**src/rtl/ex_mem_pkg.sv**
```systemverilog
// ex_mem_pkg: shared widths, branch encodings and the EX/MEM payload layout.
package ex_mem_pkg;

    localparam int unsigned DATA_W    = 32;
    localparam int unsigned REG_W     = 5;
    localparam int unsigned PAYLOAD_W = 2 * DATA_W + REG_W + 4;

    localparam logic [2:0] BR_NONE = 3'b000;
    localparam logic [2:0] BR_BEQ  = 3'b001;
    localparam logic [2:0] BR_BNE  = 3'b010;
    localparam logic [2:0] BR_BGEZ = 3'b011;
    localparam logic [2:0] BR_BLTZ = 3'b100;
    localparam logic [2:0] BR_BGTZ = 3'b101;
    localparam logic [2:0] BR_BLEZ = 3'b110;
    localparam logic [2:0] BR_J    = 3'b111;

    // Instruction payload carried from EX into MEM.
    typedef struct packed {
        logic [DATA_W-1:0] alu_result;
        logic [DATA_W-1:0] store_data;
        logic [REG_W-1:0]  dest_reg;
        logic              reg_write;
        logic              mem_read;
        logic              mem_write;
        logic              mem_to_reg;
    } payload_t;

endpackage

```
**src/rtl/ex_mem_skid.sv**
```systemverilog
// ex_mem_skid: generic 2-entry valid/ready skid buffer; every output is a flop.
module ex_mem_skid #(
    parameter int unsigned W = 8
) (
    input  logic         clk,
    input  logic         rst,
    input  logic         in_valid,
    output logic         in_ready,
    input  logic [W-1:0] in_data,
    output logic         out_valid,
    input  logic         out_ready,
    output logic [W-1:0] out_data
);

    logic         p_valid;
    logic [W-1:0] p_data;
    logic         s_valid;
    logic [W-1:0] s_data;
    logic         accept_c;
    logic         emit_c;

    assign accept_c  = in_valid & in_ready;
    assign emit_c    = p_valid & out_ready;
    assign out_valid = p_valid;
    assign out_data  = p_data;

    // Primary/skid entries; in_ready tracks !s_valid as its own flop so it never depends on out_ready.
    always_ff @(posedge clk or posedge rst) begin
        if (rst) begin
            p_valid  <= 1'b0;
            p_data   <= '0;
            s_valid  <= 1'b0;
            s_data   <= '0;
            in_ready <= 1'b1;
        end else begin
            if (accept_c && (!p_valid || emit_c)) begin
                // in_ready implies S is empty, so the new word goes straight to P.
                p_valid <= 1'b1;
                p_data  <= in_data;
            end else if (accept_c) begin
                s_valid  <= 1'b1;
                s_data   <= in_data;
                in_ready <= 1'b0;
            end else if (emit_c && s_valid) begin
                p_data   <= s_data;
                s_valid  <= 1'b0;
                in_ready <= 1'b1;
            end else if (emit_c) begin
                p_valid <= 1'b0;
            end
        end
    end

endmodule

```
**src/rtl/ex_mem_stage.sv**
```systemverilog
// ex_mem_stage: branch resolution, redirect pulse and EX->MEM skid buffering.
module ex_mem_stage
    import ex_mem_pkg::*;
(
    input  logic              Clk,
    input  logic              Reset,
    input  logic              InValid,
    output logic              InReady,
    input  logic [DATA_W-1:0] ALUResult,
    input  logic              Zero,
    input  logic [DATA_W-1:0] StoreData,
    input  logic [REG_W-1:0]  DestReg,
    input  logic              RegWrite,
    input  logic              MemRead,
    input  logic              MemWrite,
    input  logic              MemToReg,
    input  logic [2:0]        BranchType,
    input  logic [DATA_W-1:0] BranchTarget,
    output logic              OutValid,
    input  logic              OutReady,
    output logic [DATA_W-1:0] OutALUResult,
    output logic [DATA_W-1:0] OutStoreData,
    output logic [REG_W-1:0]  OutDestReg,
    output logic              OutRegWrite,
    output logic              OutMemRead,
    output logic              OutMemWrite,
    output logic              OutMemToReg,
    output logic              Redirect,
    output logic [DATA_W-1:0] RedirectPC,
    output logic [31:0]       TakenCount
);

    payload_t in_pl;
    payload_t out_pl;
    logic     accept_c;
    logic     cond_c;
    logic     taken_c;
    logic     sign_c;

    assign accept_c = InValid & InReady;
    assign sign_c   = ALUResult[DATA_W-1];
    assign taken_c  = accept_c & cond_c & ~Redirect;

    // Branch condition decode from the ALU sign bit and zero flag.
    always_comb begin
        cond_c = 1'b0;
        case (BranchType)
            BR_NONE: cond_c = 1'b0;
            BR_BEQ:  cond_c = Zero;
            BR_BNE:  cond_c = ~Zero;
            BR_BGEZ: cond_c = ~sign_c;
            BR_BLTZ: cond_c = sign_c;
            BR_BGTZ: cond_c = ~sign_c & ~Zero;
            BR_BLEZ: cond_c = sign_c | Zero;
            BR_J:    cond_c = 1'b1;
            default: cond_c = 1'b0;
        endcase
    end

    // Pack the EX-side fields into the buffered payload.
    always_comb begin
        in_pl            = '0;
        in_pl.alu_result = ALUResult;
        in_pl.store_data = StoreData;
        in_pl.dest_reg   = DestReg;
        in_pl.reg_write  = RegWrite;
        in_pl.mem_read   = MemRead;
        in_pl.mem_write  = MemWrite;
        in_pl.mem_to_reg = MemToReg;
    end

    // The wrong-path instruction is handshaken (InReady honoured) but never enters the buffer.
    ex_mem_skid #(
        .W (PAYLOAD_W)
    ) u_skid (
        .clk       (Clk),
        .rst       (Reset),
        .in_valid  (InValid & ~Redirect),
        .in_ready  (InReady),
        .in_data   (in_pl),
        .out_valid (OutValid),
        .out_ready (OutReady),
        .out_data  (out_pl)
    );

    assign OutALUResult = out_pl.alu_result;
    assign OutStoreData = out_pl.store_data;
    assign OutDestReg   = out_pl.dest_reg;
    assign OutRegWrite  = out_pl.reg_write;
    assign OutMemRead   = out_pl.mem_read;
    assign OutMemWrite  = out_pl.mem_write;
    assign OutMemToReg  = out_pl.mem_to_reg;

    // One-cycle redirect pulse with its target, plus the wrapping taken counter.
    always_ff @(posedge Clk or posedge Reset) begin
        if (Reset) begin
            Redirect   <= 1'b0;
            RedirectPC <= '0;
            TakenCount <= '0;
        end else begin
            Redirect <= taken_c;
            if (taken_c) begin
                RedirectPC <= BranchTarget;
                TakenCount <= TakenCount + 32'd1;
            end
        end
    end

endmodule

```
**config.mk**
```make
export PLATFORM = sky130hd
export DESIGN_NAME = ex_mem_stage
export DESIGN_NICKNAME = d
export VERILOG_FILES = /design/src/rtl/ex_mem_pkg.sv /design/src/rtl/ex_mem_skid.sv /design/src/rtl/ex_mem_stage.sv
export SDC_FILE = /design/constraint.sdc
export NUM_CORES = 1
export LEC_CHECK = 0
export ABC_AREA = 1
export BUFFER_PORTS_ARGS = -buffer_cell sky130_fd_sc_hd__buf_2
export CORE_MARGIN = 8
export CORE_UTILIZATION = 30
export DETAILED_ROUTE_END_ITERATION = 8
export HOLD_SLACK_MARGIN = 0.03
export PLACE_DENSITY = 0.52
export SLEW_MARGIN = 20
export SYNTH_ARGS = -nofsm -noshare
export SYNTH_HDL_FRONTEND = slang
export SYNTH_SLANG_ARGS = --single-unit
```
**constraint.sdc**
```tcl
create_clock -name Clk -period 16.55 [get_ports Clk]
set_clock_uncertainty 0.2 [all_clocks]
set_input_delay 1.655 -clock Clk [delete_from_list [all_inputs] [get_ports Clk]]
set_output_delay 1.655 -clock Clk [all_outputs]
set_load 0.05 [all_outputs]
```
==> results.tsv <==
stage	metric	value	unit
logic_synthesis	Synth Area in Adders	0.00130	
floorplan	core footprint	0.0316	mm^2
setup_path	worst r2r src	u_skid.s_valid$_DFFE_PP0P_	
worst_hold_path	worst min-delay path class	register to register	
clocking	TritonCTS Buffers	26	
routing	via count	8027	
setup_path	CP Capture Type	register	
floorplan	IO Pins	253	
final_layout	antenna diode count	0	
worst_hold_path	hold depth	2	
routing	TritonRoute pass-1 iters	4	
floorplan	Initial Util	0.304	
logic_synthesis	largest family of logic cells by synthesized area	simple AND/OR/NAND/NOR gates	
routing	drt initial violations	474	
final_layout	ratio of cells with drive above 1 in the final layout	0.252	
floorplan	die span in x	195	um
timing	Final setup violation count	0	
logic_synthesis	Yosys reg bits	214	
floorplan	Std-Cell Rows	65	
setup_path	max incr delay on CP	660	ps
final_layout	Post-Layout Inst Area	0.0120	mm^2
placed_design	placed cell areas	0.0111	mm^2
global_route	initial antenna violation count	1	
logic_synthesis	Synthesis Warnings	0	
routing	Vias/cell	4.57	
timing	Final Critical Period	4130	ps
timing	RSZ-0062 raised after global routing	false	
logic_synthesis	Post-Synth Simple-Gate Area	0.240	
logic_synthesis	syn_nets	1220	
clocking	clk root buf	clkbuf_16	
pwr	leakage	0.00642	uW
timing	Final Hold Viols	0	
worst_hold_path	min-delay src	RedirectPC[29]$_DFFE_PP0P_	
global_route	GRT overflow	0	
final_layout	Final #Nets	1451	
status	status	finished, final reports clean	
routing	DR WL/cell	15.5	um
timing	worst slew pin tran	1020	ps
setup_path	Arr. time, crit path	4330	ps
setup_path	CP cell instances	buf_2 -> nand3_2 -> buf_4 -> inv_2 -> nor2_4 -> buf_4 -> nand2_1 -> o311ai_1	
global_route	vias in the first global route	8045	
final_layout	FILL cells	3313	
pwr	Peak supply drop	0.0606	mV
floorplan	die boundary height	195	um
logic_synthesis	Synth Instances	1106	
timing	Slew HR	0.317	
logic_synthesis	Synth Area in Compound Gates	0.0962	
setup_path	WP data required	16760	ps
logic_synthesis	synth unique cells	29	
logic_synthesis	syn_area_per_cell	8.67	um^2
timing	final count of pins violating max slew	0	
clocking	sinks on the clock net	214	
setup_path	Startpoint Class	primary input	
clocking	clk_lat worst skew	520	ps
placed_design	Final GP Congestion	0.813	
floorplan	full die area	0.0380	mm^2
global_route	largest net degree at the start of global routing	138	
pwr	PD cells	95.0	mW/mm^2
final_layout	Layout area overhead	25.2	%
setup_path	CP max FO	53	
job	max_cap viols	0	
timing	setup TNS	0	ps
placed_design	DP Wirelength	18400	um
clocking	clock-pin transition on the worst setup and hold timing paths	60	ps
final_layout	fin util	0.381	
routing	DRT antenna net count	0	
timing	fmax	242	MHz
logic_synthesis	sequential-to-total area share from yosys stat	0.558	
clocking	cts-stage hold buffer count	0	
global_route	global-route usage over all layers	0.141	
setup_path	most frequent cell on the critical path	buf_4	
timing	Fin Hold WS	272	ps
setup_path	Setup CP Type	primary input to register	
setup_path	CP Launch Point	OutReady	
clocking	H-tree level count	1	
clocking	Resize count post-CTS	0	
routing	# DRC	0	
logic_synthesis	XOR/XNOR Fraction of Synth Area	0.0146	
logic_synthesis	proportion of synthesized area in mux cells	0.0235	
setup_path	r2r worst-path depth	7	
placed_design	Port Buffer Count	252	
global_route	global-route wire length before repair	44300	um
setup_path	CP max-delay cell	nor2_4	
clocking	CTS tree	yes	
logic_synthesis	Cell Area, Synth	0.00959	mm^2
clocking	clock buffer depth	3	
clocking	postcts setup bufs	0	
timing	Final Cycle Share	0.249	
routing	final WL	27200	um
-- kinds of logic after synthesis --
| kind of cell | count (synthesis) |
|---|---|
| AO/OA/AOI/OAI | 135 |
| XOR/XNOR | 16 |
| adder cells (fa/ha/maj) | 1 |
| buffers and inverters | 139 |
| flip-flops | 214 |
| multiplexers | 20 |
| AND/OR/NAND/NOR | 581 |
-- final cells by class --
class | instances | area, um^2 | share of cell area
sequential | 214 | 5360 | 0.446
multi-input combinational | 753 | 3610 | 0.300
clock buffer | 38 | 797 | 0.0663
timing repair buffer | 259 | 1340 | 0.111
inverter | 83 | 320 | 0.0267
clock inverter | 8 | 96.3 | 0.00802
tap | 402 | 503 | 0.0419
-- sequential cells by signal, summed over array words and instances (netlist names) --
name,flops
u_skid.s_valid,1
u_skid.out_data,73
RedirectPC,32
TakenCount,32
u_skid.in_ready,1
Redirect,1
u_skid.out_valid,1
u_skid.s_data,73
-- Yosys cell counts (all sizes together) --
cell	number	area (um^2)
inv	83	312
dfrtp	213	5330
o311ai	52	455
nand3b	4	30.0
xnor2	9	78.8
nand2	450	1710
mux2	20	225
nand4	2	12.5
nor2	106	445
ha	1	12.5
nand3	19	105
buf	41	269
clkbuf	15	56.3
xor2	7	61.3
dfstp	1	26.3
o211ai	21	158
a21oi	56	280
o21ai	6	30.0
-- worst max-delay path, delay by kind of cell --
kind	cells	cell delay, ps
compound gates	1	110
buf+inv	4	1620
simple gates	3	860
-- cell usage in the layout, fill, tap and decap left out, types with 7 or more instances in the layout --
master       n
inv_1       79
clkbuf_8     8
o211ai_1    21
buf_2      252
o311ai_1    50
clkbuf_16   27
nand3_1     16
a21oi_1     56
nor2_1      97
dfrtp_1    213
xor2_1       7
xnor2_1      9
nand2_1    445
mux2_2      17
-- per-stage QoR --
stage | total power, uW | cells | worst slack, ps
after floorplan | 542 | 1106 | 8850
after global placement | 564 | 1710 | 11940
after detailed placement | 564 | 1710 | 11880
after CTS | 1160 | 1756 | 12430
after global routing | 1190 | 1757 | 12160
final | 1140 | 1757 | 12420
-- report_power, final --
part	switching, uW	internal (uW)	total, uW
Sequential	0.00000000000000986	523	523
Clock	224	363	587
Combinational	19.8	11.0	30.8
Total	244	897	1140
-- final timing paths --
path,endpoint,slack [ps]
worst min-delay path,RedirectPC[29]$_DFFE_PP0P_,270
max in group asynchronous,u_skid.out_data[26]$_DFFE_PP0P_,14240
worst min register to register,RedirectPC[29]$_DFFE_PP0P_,270
worst max-delay path,u_skid.out_data[16]$_DFFE_PP0P_,12420
worst max register to register,u_skid.out_data[16]$_DFFE_PP0P_,13210
min in group asynchronous,RedirectPC[29]$_DFFE_PP0P_,910
-- routing by layer --
metal  part of all wire  vias to the layer above  GRT usage  routed length (um)
met3              0.089                       25     0.0484                2410
met5                  0                        -          0                   0
met4              0.010                        0     0.0236                 277
met2               0.44                      258      0.220               12000
li1                   -                     4005          -                   -
met1               0.46                     3739      0.189               12500
(Power assumes the default switching activity.)
